**config.mk**
```make
export PLATFORM = sky130hd
export DESIGN_NAME = nvram_backup
export DESIGN_NICKNAME = d
export VERILOG_FILES = /design/src/rtl/nvram_backup.sv
export SDC_FILE = /design/constraint.sdc
export NUM_CORES = 1
export LEC_CHECK = 0
export ABC_AREA = 1
export BUFFER_PORTS_ARGS = -buffer_cell sky130_fd_sc_hd__buf_2
export CORE_MARGIN = 1.5
export CORE_UTILIZATION = 52
export CTS_CLUSTER_SIZE = 25
export DETAILED_ROUTE_END_ITERATION = 8
export PLACE_DENSITY = 0.81
export REMOVE_ABC_BUFFERS = 1
export SLEW_MARGIN = 20
export SYNTH_ARGS = -nofsm -noshare
export SYNTH_HDL_FRONTEND = slang
export SYNTH_SLANG_ARGS = --single-unit
```
**constraint.sdc**
```tcl
create_clock -name clk_sys -period 2 [get_ports clk_sys]
set_input_delay 0 -clock clk_sys [delete_from_list [all_inputs] [get_ports clk_sys]]
set_output_delay 0 -clock clk_sys [all_outputs]
set_load 0.005 [all_outputs]
```
**src/rtl/nvram_backup.sv**
```systemverilog
// NVRAM backup sequencer: loads the save image from SD after a mount and writes
// it back on manual request or after an idle period following core writes.
//
//   state  | meaning
//   S_IDLE | no transfer; pending load/save requests are started from here
//   S_REQ  | sd_rd or sd_wr asserted, waiting for the SD side to acknowledge
//   S_XFER | sector moving (sd_ack high), waiting for sd_ack to fall
module nvram_backup #(
  parameter int SECT_BITS    = 4,
  parameter int AUTOSAVE_CYC = 0
) (
  input  logic        clk_sys,
  input  logic        reset,
  input  logic        img_mounted,
  input  logic [31:0] img_size,
  input  logic        save_req,
  input  logic        dl_start,
  input  logic        nv_wr,
  output logic [31:0] sd_lba,
  output logic        sd_rd,
  output logic        sd_wr,
  input  logic        sd_ack,
  output logic        bk_ena,
  output logic        busy,
  output logic        dirty,
  output logic        bk_reset
);

  localparam int NS_W  = SECT_BITS + 1;
  localparam int CNT_W = (AUTOSAVE_CYC > 0) ? $clog2(AUTOSAVE_CYC + 1) : 1;
  localparam logic [NS_W-1:0]  NMAX    = NS_W'(1 << SECT_BITS);
  localparam logic [CNT_W-1:0] CNT_MAX = CNT_W'(AUTOSAVE_CYC);

  typedef enum logic [1:0] {S_IDLE, S_REQ, S_XFER} state_t;

  state_t                 state_q, state_d;
  logic [SECT_BITS-1:0]   lba_q, lba_d;
  logic [NS_W-1:0]        nsec_q, nsec_d;
  logic [NS_W-1:0]        nl_q, nl_d;
  logic [CNT_W-1:0]       cnt_q, cnt_d, cnt_nxt;
  logic rd_q, rd_d, wr_q, wr_d, is_load_q, is_load_d, abort_q, abort_d;
  logic bk_ena_q, bk_ena_d, dirty_q, dirty_d, bk_reset_q, bk_reset_d;
  logic pend_load_q, pend_load_d, pend_save_q, pend_save_d;
  logic keep_save_q, keep_save_d;
  logic mount_q, mount_d, save_q, save_d, dl_q, dl_d, ack_q, ack_d;

  logic mount_rise, save_rise, dl_rise, ack_rise, ack_fall;
  logic mount_ok, save_ok, last_sect;
  logic [23:0]     size_sect;
  logic [NS_W-1:0] nl_new;

  assign mount_rise = img_mounted & ~mount_q;
  assign save_rise  = save_req & ~save_q;
  assign dl_rise    = dl_start & ~dl_q;
  assign ack_rise   = sd_ack & ~ack_q;
  assign ack_fall   = ~sd_ack & ack_q;
  assign mount_ok   = mount_rise && (img_size != 32'd0);
  // Arming in the same cycle counts, so a save requested together with the mount is honoured.
  assign save_ok    = save_rise && (bk_ena_q || mount_ok);

  // Rounded-up sector count of the image, capped to the backup size.
  assign size_sect = 24'(({1'b0, img_size} + 33'd511) >> 9);
  assign nl_new    = (size_sect >= 24'(1 << SECT_BITS)) ? NMAX : size_sect[NS_W-1:0];
  assign last_sect = (({1'b0, lba_q} + NS_W'(1)) == nsec_q);

  // Next-state, request queueing, dirty tracking and autosave timer.
  always_comb begin
    state_d     = state_q;
    lba_d       = lba_q;
    nsec_d      = nsec_q;
    nl_d        = nl_q;
    cnt_d       = cnt_q;
    cnt_nxt     = cnt_q;
    rd_d        = rd_q;
    wr_d        = wr_q;
    is_load_d   = is_load_q;
    abort_d     = abort_q;
    bk_ena_d    = bk_ena_q;
    dirty_d     = dirty_q;
    bk_reset_d  = 1'b0;
    pend_load_d = pend_load_q;
    pend_save_d = pend_save_q;
    keep_save_d = keep_save_q;
    mount_d     = img_mounted;
    save_d      = save_req;
    dl_d        = dl_start;
    ack_d       = sd_ack;

    unique case (state_q)
      S_IDLE: begin
        if (!dl_rise && pend_load_q) begin
          state_d     = S_REQ;
          lba_d       = '0;
          rd_d        = 1'b1;
          nsec_d      = nl_q;
          is_load_d   = 1'b1;
          pend_load_d = 1'b0;
          // A load replaces NVRAM, so older save requests are dropped.
          if (!keep_save_q) pend_save_d = 1'b0;
          keep_save_d = 1'b0;
        end else if (!dl_rise && pend_save_q) begin
          state_d     = S_REQ;
          lba_d       = '0;
          wr_d        = 1'b1;
          nsec_d      = NMAX;
          is_load_d   = 1'b0;
          pend_save_d = 1'b0;
          dirty_d     = 1'b0;
        end
      end
      S_REQ: begin
        if (ack_rise) begin
          rd_d    = 1'b0;
          wr_d    = 1'b0;
          state_d = S_XFER;
        end
      end
      S_XFER: begin
        if (ack_fall) begin
          if (abort_q || dl_rise || last_sect) begin
            state_d = S_IDLE;
            abort_d = 1'b0;
            if (is_load_q && last_sect && !abort_q && !dl_rise) begin
              bk_reset_d = 1'b1;
              dirty_d    = 1'b0;
            end
          end else begin
            lba_d   = lba_q + SECT_BITS'(1);
            rd_d    = is_load_q;
            wr_d    = ~is_load_q;
            state_d = S_REQ;
          end
        end
      end
      default: state_d = S_IDLE;
    endcase

    if (AUTOSAVE_CYC != 0) begin
      if (nv_wr) begin
        cnt_d = '0;
      end else begin
        cnt_nxt = (dirty_q && cnt_q != CNT_MAX) ? cnt_q + CNT_W'(1) : cnt_q;
        if (cnt_nxt == CNT_MAX && dirty_q && bk_ena_q && state_q == S_IDLE &&
            !pend_load_q && !pend_save_q) begin
          pend_save_d = 1'b1;
          cnt_d       = '0;
        end else begin
          cnt_d = cnt_nxt;
        end
      end
    end

    if (mount_ok) begin
      bk_ena_d    = 1'b1;
      pend_load_d = 1'b1;
      nl_d        = nl_new;
    end
    if (save_ok) begin
      pend_save_d = 1'b1;
      if (mount_ok) keep_save_d = 1'b1;
    end

    if (nv_wr) dirty_d = 1'b1;

    if (dl_rise) begin
      bk_ena_d    = 1'b0;
      pend_load_d = 1'b0;
      pend_save_d = 1'b0;
      keep_save_d = 1'b0;
      if (state_d != S_IDLE) abort_d = 1'b1;
    end
  end

  // State and control registers with synchronous reset.
  always_ff @(posedge clk_sys) begin
    if (reset) begin
      state_q     <= S_IDLE;
      lba_q       <= '0;
      nsec_q      <= '0;
      nl_q        <= '0;
      cnt_q       <= '0;
      rd_q        <= 1'b0;
      wr_q        <= 1'b0;
      is_load_q   <= 1'b0;
      abort_q     <= 1'b0;
      bk_ena_q    <= 1'b0;
      dirty_q     <= 1'b0;
      bk_reset_q  <= 1'b0;
      pend_load_q <= 1'b0;
      pend_save_q <= 1'b0;
      keep_save_q <= 1'b0;
      mount_q     <= 1'b0;
      save_q      <= 1'b0;
      dl_q        <= 1'b0;
      ack_q       <= 1'b0;
    end else begin
      state_q     <= state_d;
      lba_q       <= lba_d;
      nsec_q      <= nsec_d;
      nl_q        <= nl_d;
      cnt_q       <= cnt_d;
      rd_q        <= rd_d;
      wr_q        <= wr_d;
      is_load_q   <= is_load_d;
      abort_q     <= abort_d;
      bk_ena_q    <= bk_ena_d;
      dirty_q     <= dirty_d;
      bk_reset_q  <= bk_reset_d;
      pend_load_q <= pend_load_d;
      pend_save_q <= pend_save_d;
      keep_save_q <= keep_save_d;
      mount_q     <= mount_d;
      save_q      <= save_d;
      dl_q        <= dl_d;
      ack_q       <= ack_d;
    end
  end

  assign sd_lba   = {{(32-SECT_BITS){1'b0}}, lba_q};
  assign sd_rd    = rd_q;
  assign sd_wr    = wr_q;
  assign bk_ena   = bk_ena_q;
  assign busy     = (state_q != S_IDLE);
  assign dirty    = dirty_q;
  assign bk_reset = bk_reset_q;

endmodule

```
Word-level counts from Yosys, hierarchy flattened
Cells that the tools add are included.

Flip-flop bits (word level): 30. Output and inout bits: 38.

Reductions and logical operators: 33. Bitwise logic cells: 14. Muxes and demuxes: 49. Equality and inequality tests: 16. $add $sub $neg: 3. Order comparisons: 1.

Operators by type and width (number): 32-bit by 9-bit adder with 33-bit output (second input constant) (1); 1-bit 2-to-1 mux (33); 32-bit nonzero test (1); 24-bit by 5-bit >= comparator with 1-bit output (second input constant) (1); 3-bit != test (second input constant) (7); 4-bit 2-to-1 mux (4); 5-bit 2-to-1 mux (3); 2-bit nonzero test (7); 2-bit != test (second input constant) (6); 6-bit AND reduction (2); 1-bit inverter (9); 3-bit nonzero test (3); 2-bit 2-to-1 mux (4); 4-bit case mux with 2 select lines (1); 1-bit logical AND (7); 1-bit case mux with 3 select lines (2); 2-bit case mux with 3 select lines (1); 4-bit by 1-bit adder with 5-bit output (second input constant) (1); 1-bit bitwise AND (5); 5-bit equality test (1); 5-bit AND reduction (1); 4-bit by 1-bit adder with 4-bit output (second input constant) (1); 2-bit AND reduction (2); 4-bit AND reduction (1); other kinds (9) (12).

Depth between registers and ports, before layout
Word-level depth: 10. Gate-level depth with buffers: 14.

Least setup slack after synthesis
No wires, ideal clock.

Kind: register to register. Start: register lba_q[0]. End: register lba_q[1]. Path slack: 243 ps. Buffers on the path: 0. Setup time: 78 ps. Clock period less this slack: 1757 ps. Data arrival time: 1679 ps. Stages on the path, launching flop included: 12. Cells stage by stage: dfxtp_1 > ha_1 > or2_1 > nand2_1 > o21ai_0 > nor3b_2 > nand2_1 > nand3_1 > nand2_1 > nand2_1 > a21oi_1 > nor3_1.

Cells in the longest elaborated chain, start to end: 5. Elaborated cells between the ends (all ways): 9. Those cells by class: add/sub (2); eq/ne (2); mux (3); reduce/logical (2).

RTL lines: start, declared (line 37) `logic [SECT_BITS-1:0] lba_q, lba_d;`; start signal, assigned (line 198) `lba_q <= lba_d;`; 4-bit by 1-bit adder with 5-bit output (line 64) `assign last_sect = (({1'b0, lba_q} + NS_W'(1)) == nsec_q);`; 5-bit equality test (line 64); 1-bit logical OR (line 120) `if (abort_q || dl_rise || last_sect) begin`; 2-bit != test (no line); 4-bit AND reduction (no line).

Parallel ways exist; a longest one is shown, timed or not. The select of a mux whose other input is x is not followed. A chain may end at the register's enable or synchronous reset.

Worst setup path in the final report
Start: register lba_q[0]. End: register wr_q (netlist: sd_wr).

Cells in the longest elaborated chain, start to end: 5.

RTL lines: 4-bit by 1-bit adder with 5-bit output (line 64); 5-bit equality test (line 64); 1-bit logical OR (line 120); 2-bit != test (no line); 6-bit AND reduction (no line); end signal, assigned (line 203) `wr_q <= wr_d;`; end, declared (line 41) `logic rd_q, rd_d, wr_q, wr_d, is_load_q, is_load_d, abort_q, abort_d;`.

No other way between the ends.

==> impl_results.md <==
- Arrival time at the worst endpoint: 2.06 ns
- RSZ-0062 raised after global routing: no
- Number of remaining DRC errors: 0
- Worst Tran Pin Value: 0.660 ns
- Clock transition at path regs: 0.07 ns
- CP Max Fanout: 6
- Clock Tree Root: clkbuf_8
- CP startpoint kind: register
- Synthesized area: 2530 um2
- Crit path time final: 1.84 ns
- Most common cell after layout, fill and taps aside: nand2_1
- Crit Path Class: reg -> reg
- Die height: 72.7 um
- Global-route usage over all layers: 0.233
- Slowest cell on the critical path: dfxtp_2
- Final Setup Violations: 0
- P_leak: 1.38 nW
- DR iter-0 viols: 131
- Synthesized area per cell: 5.85 um2
- Setup slack, reg-to-reg: 0.16 ns
- Drt pass-1 iters: 4
- Maximum clock frequency: 542 MHz
- Fin. Hold Viols: 0
- Worst setup EP type: register
- CTS buffer count: 5
- Period utilization: 0.922
- YS warnings: 0
- Core Box Area: 4690 um2
- Worst Skew: 0.00831 ns
- Synth cell types: 30
- Synth top area share: 0.238
- Max Slew Vio Count: 0
- Worst skew pair latency: 0.29 ns
- HPWL after DPL: 4740 um
- CP required: 2.22 ns
- Delay-heaviest family, CP: simple AND/OR/NAND/NOR gates
- Remaining Overflow, GRT: 0
- Port Buffers: 48
- Post-synth EDFFs: 0
- CTS sink count: 30
- Result of the run: completed
- Global-route wire length before repair: 9910 um
- Post-synthesis sequential area ratio: 0.238
- Starting Density: 0.538
- Initial antenna violation count: 0
- Die W: 72.7 um
- Diodes inserted: 0
- DR WL/cell: 11.1 um
- Worst path max stage delay: 0.35 ns
- CTS tree: done
- Routability cong.: 0.928
- Vias per inst: 5.07
- Peak VDD IR: 0.000318 V
- Synth async-reset ratio: 0
- WP buf/inv: 0
- Final non-filler cell total: 545
- Inst Count DP: 531
- Synth Instances: 432
- Top post-synthesis cells by area: dfxtp_1 (24%), nand2_1 (16%), nor2_1 (11%)
- Maxcap violations: 0
- P&R area growth vs syn: 16.5%
- IO Count: 77
- Reg2reg start: lba_q[0]$_SDFFE_PP0P_
- Vias in the first global route: 2423
- Nets@finish: 530
- H-tree lvl count: 2
- Power density cells: 595 nW/um2
- Area leader, netlist: dfxtp_1
- Post-Route Utilization: 0.627
- Min-delay worst type: in -> reg
- Commonest non-fill, non-tap cells in the layout: nand2_1 (104), nor2_1 (77), buf_2 (48)
- Fraction of layout cells with a size suffix above 1: 0.191
- Total wire length: 6040 um
- Critical path origin: lba_q[0]$_SDFFE_PP0P_
- Clock Path Buffers: 2
- Cell Rows: 25
- Antenna-violating nets left: 0
- Critical hold path startpoint: reset
- Post-route setup TNS: 0 ns
- Largest net degree at the start of global routing: 21
- DR vias: 2765
- #FFs+latches synth: 30
- Top_reg_cell synth: dfxtp_1
- Full die area: 5290 um2
- Worst-path cell chain: ha_2 > or2_1 > nand2_2 > o21ai_0 > nor3b_2 > nand2_1 > nand2_1 > nand2_2 > nand3b_1 > o21ai_0 > a21oi_1
- Rel. slew slack: 0.558
- PnR Total Power: 1.75 mW
cell families (layout without fill, tap and decap cells):
logic type / count (synthesis) / in the layout / share of synthesized area
AND/OR/NAND/NOR: 266 / 266 / 0.477
buffers and inverters: 85 / 117 / 0.168
AO/OA/AOI/OAI: 43 / 43 / 0.0896
flip-flops: 30 / 30 / 0.238
XOR/XNOR: 6 / 6 / 0.0208
adder cells (fa/ha/maj): 1 / 1 / 0.00495
other: 1 / 28 / 0.00148
flip-flops by register name, indices dropped and copies added (netlist names), 2 cells and up:
name,cells
nl_q,5
nsec_q,5
lba_q,4
state_q,2
power by group:
group / leakage (nW) / internal (mW) / switching (mW)
logic: 1.06 / 0.123 / 0.212
registers: 0.246 / 0.630 / 0.0191
clock network: 0.0714 / 0.531 / 0.235
metal layers:
metal | up-vias | wire length [um] | track usage
met5 | - | 0 | 0
met4 | 0 | 158 | 0.107
met3 | 16 | 317 | 0.0359
met2 | 103 | 3040 | 0.420
met1 | 1202 | 2510 | 0.269
li1 | 1444 | - | -
path summary, 6_finish.rpt:
check / endpoint / depth (start not counted)
worst max-delay path: sd_wr$_SDFFE_PP0P_ / 11
worst min-delay path: ack_q$_SDFF_PP0_ / 2
worst max register to register: sd_wr$_SDFFE_PP0P_ / 11
worst min register to register: sd_rd$_SDFFE_PP0P_ / 2
worst reg2reg max path: cells and delay by family, from the launching register on:
family | cells | cell delay, ns
flip-flops | 1 | 0.35
adder cells (fa/ha/maj) | 1 | 0.20
AO/OA/AOI/OAI | 3 | 0.32
AND/OR/NAND/NOR | 7 | 0.91
through the flow:
step / instance area [um2] / hold WS [ns] / setup WS [ns]
after floorplan: 2400 / 0.0691 / 0.244
after global placement: 2720 / 0.205 / 0.158
after detailed placement: 2720 / 0.216 / 0.0606
after CTS: 2920 / 0.0937 / 0.0374
after global routing: 2940 / 0.117 / 0.000969
final: 2940 / 0.0933 / 0.156
synthesized netlist by cell type, types with 3 or more instances:
| master | count |
|---|---|
| xor2_1 | 3 |
| nor2_4 | 6 |
| nand4_1 | 15 |
| nor3_1 | 6 |
| xnor2_1 | 3 |
| inv_1 | 46 |
| nor4_1 | 5 |
| nor2_2 | 6 |
| nand2_1 | 108 |
| inv_2 | 7 |
| a21oi_1 | 26 |
| o21ai_0 | 13 |
| nand3b_1 | 4 |
| nor2_1 | 77 |
| buf_4 | 28 |
| nand3_1 | 30 |
| nand2_2 | 4 |
| dfxtp_1 | 30 |
cell type report:
cell class                      instances  area, um2
Fill cell                             458       1750
Multi-Input combinational cell        344       1620
Clock inverter                          2       60.1
Inverter                               53        199
Clock buffer                            6       82.6
Sequential cell                        30        602
Timing Repair Buffer                   56        313
Tap cell                               54       67.6
repair_timing:
item,4_1_cts,5_1_grt
endpoints found under the setup margin,0,6
gates resized for setup,0,6
hold buffers,5,0
endpoints found under the hold margin,6,0
setup buffers,0,1
(Power assumes the default switching activity.)
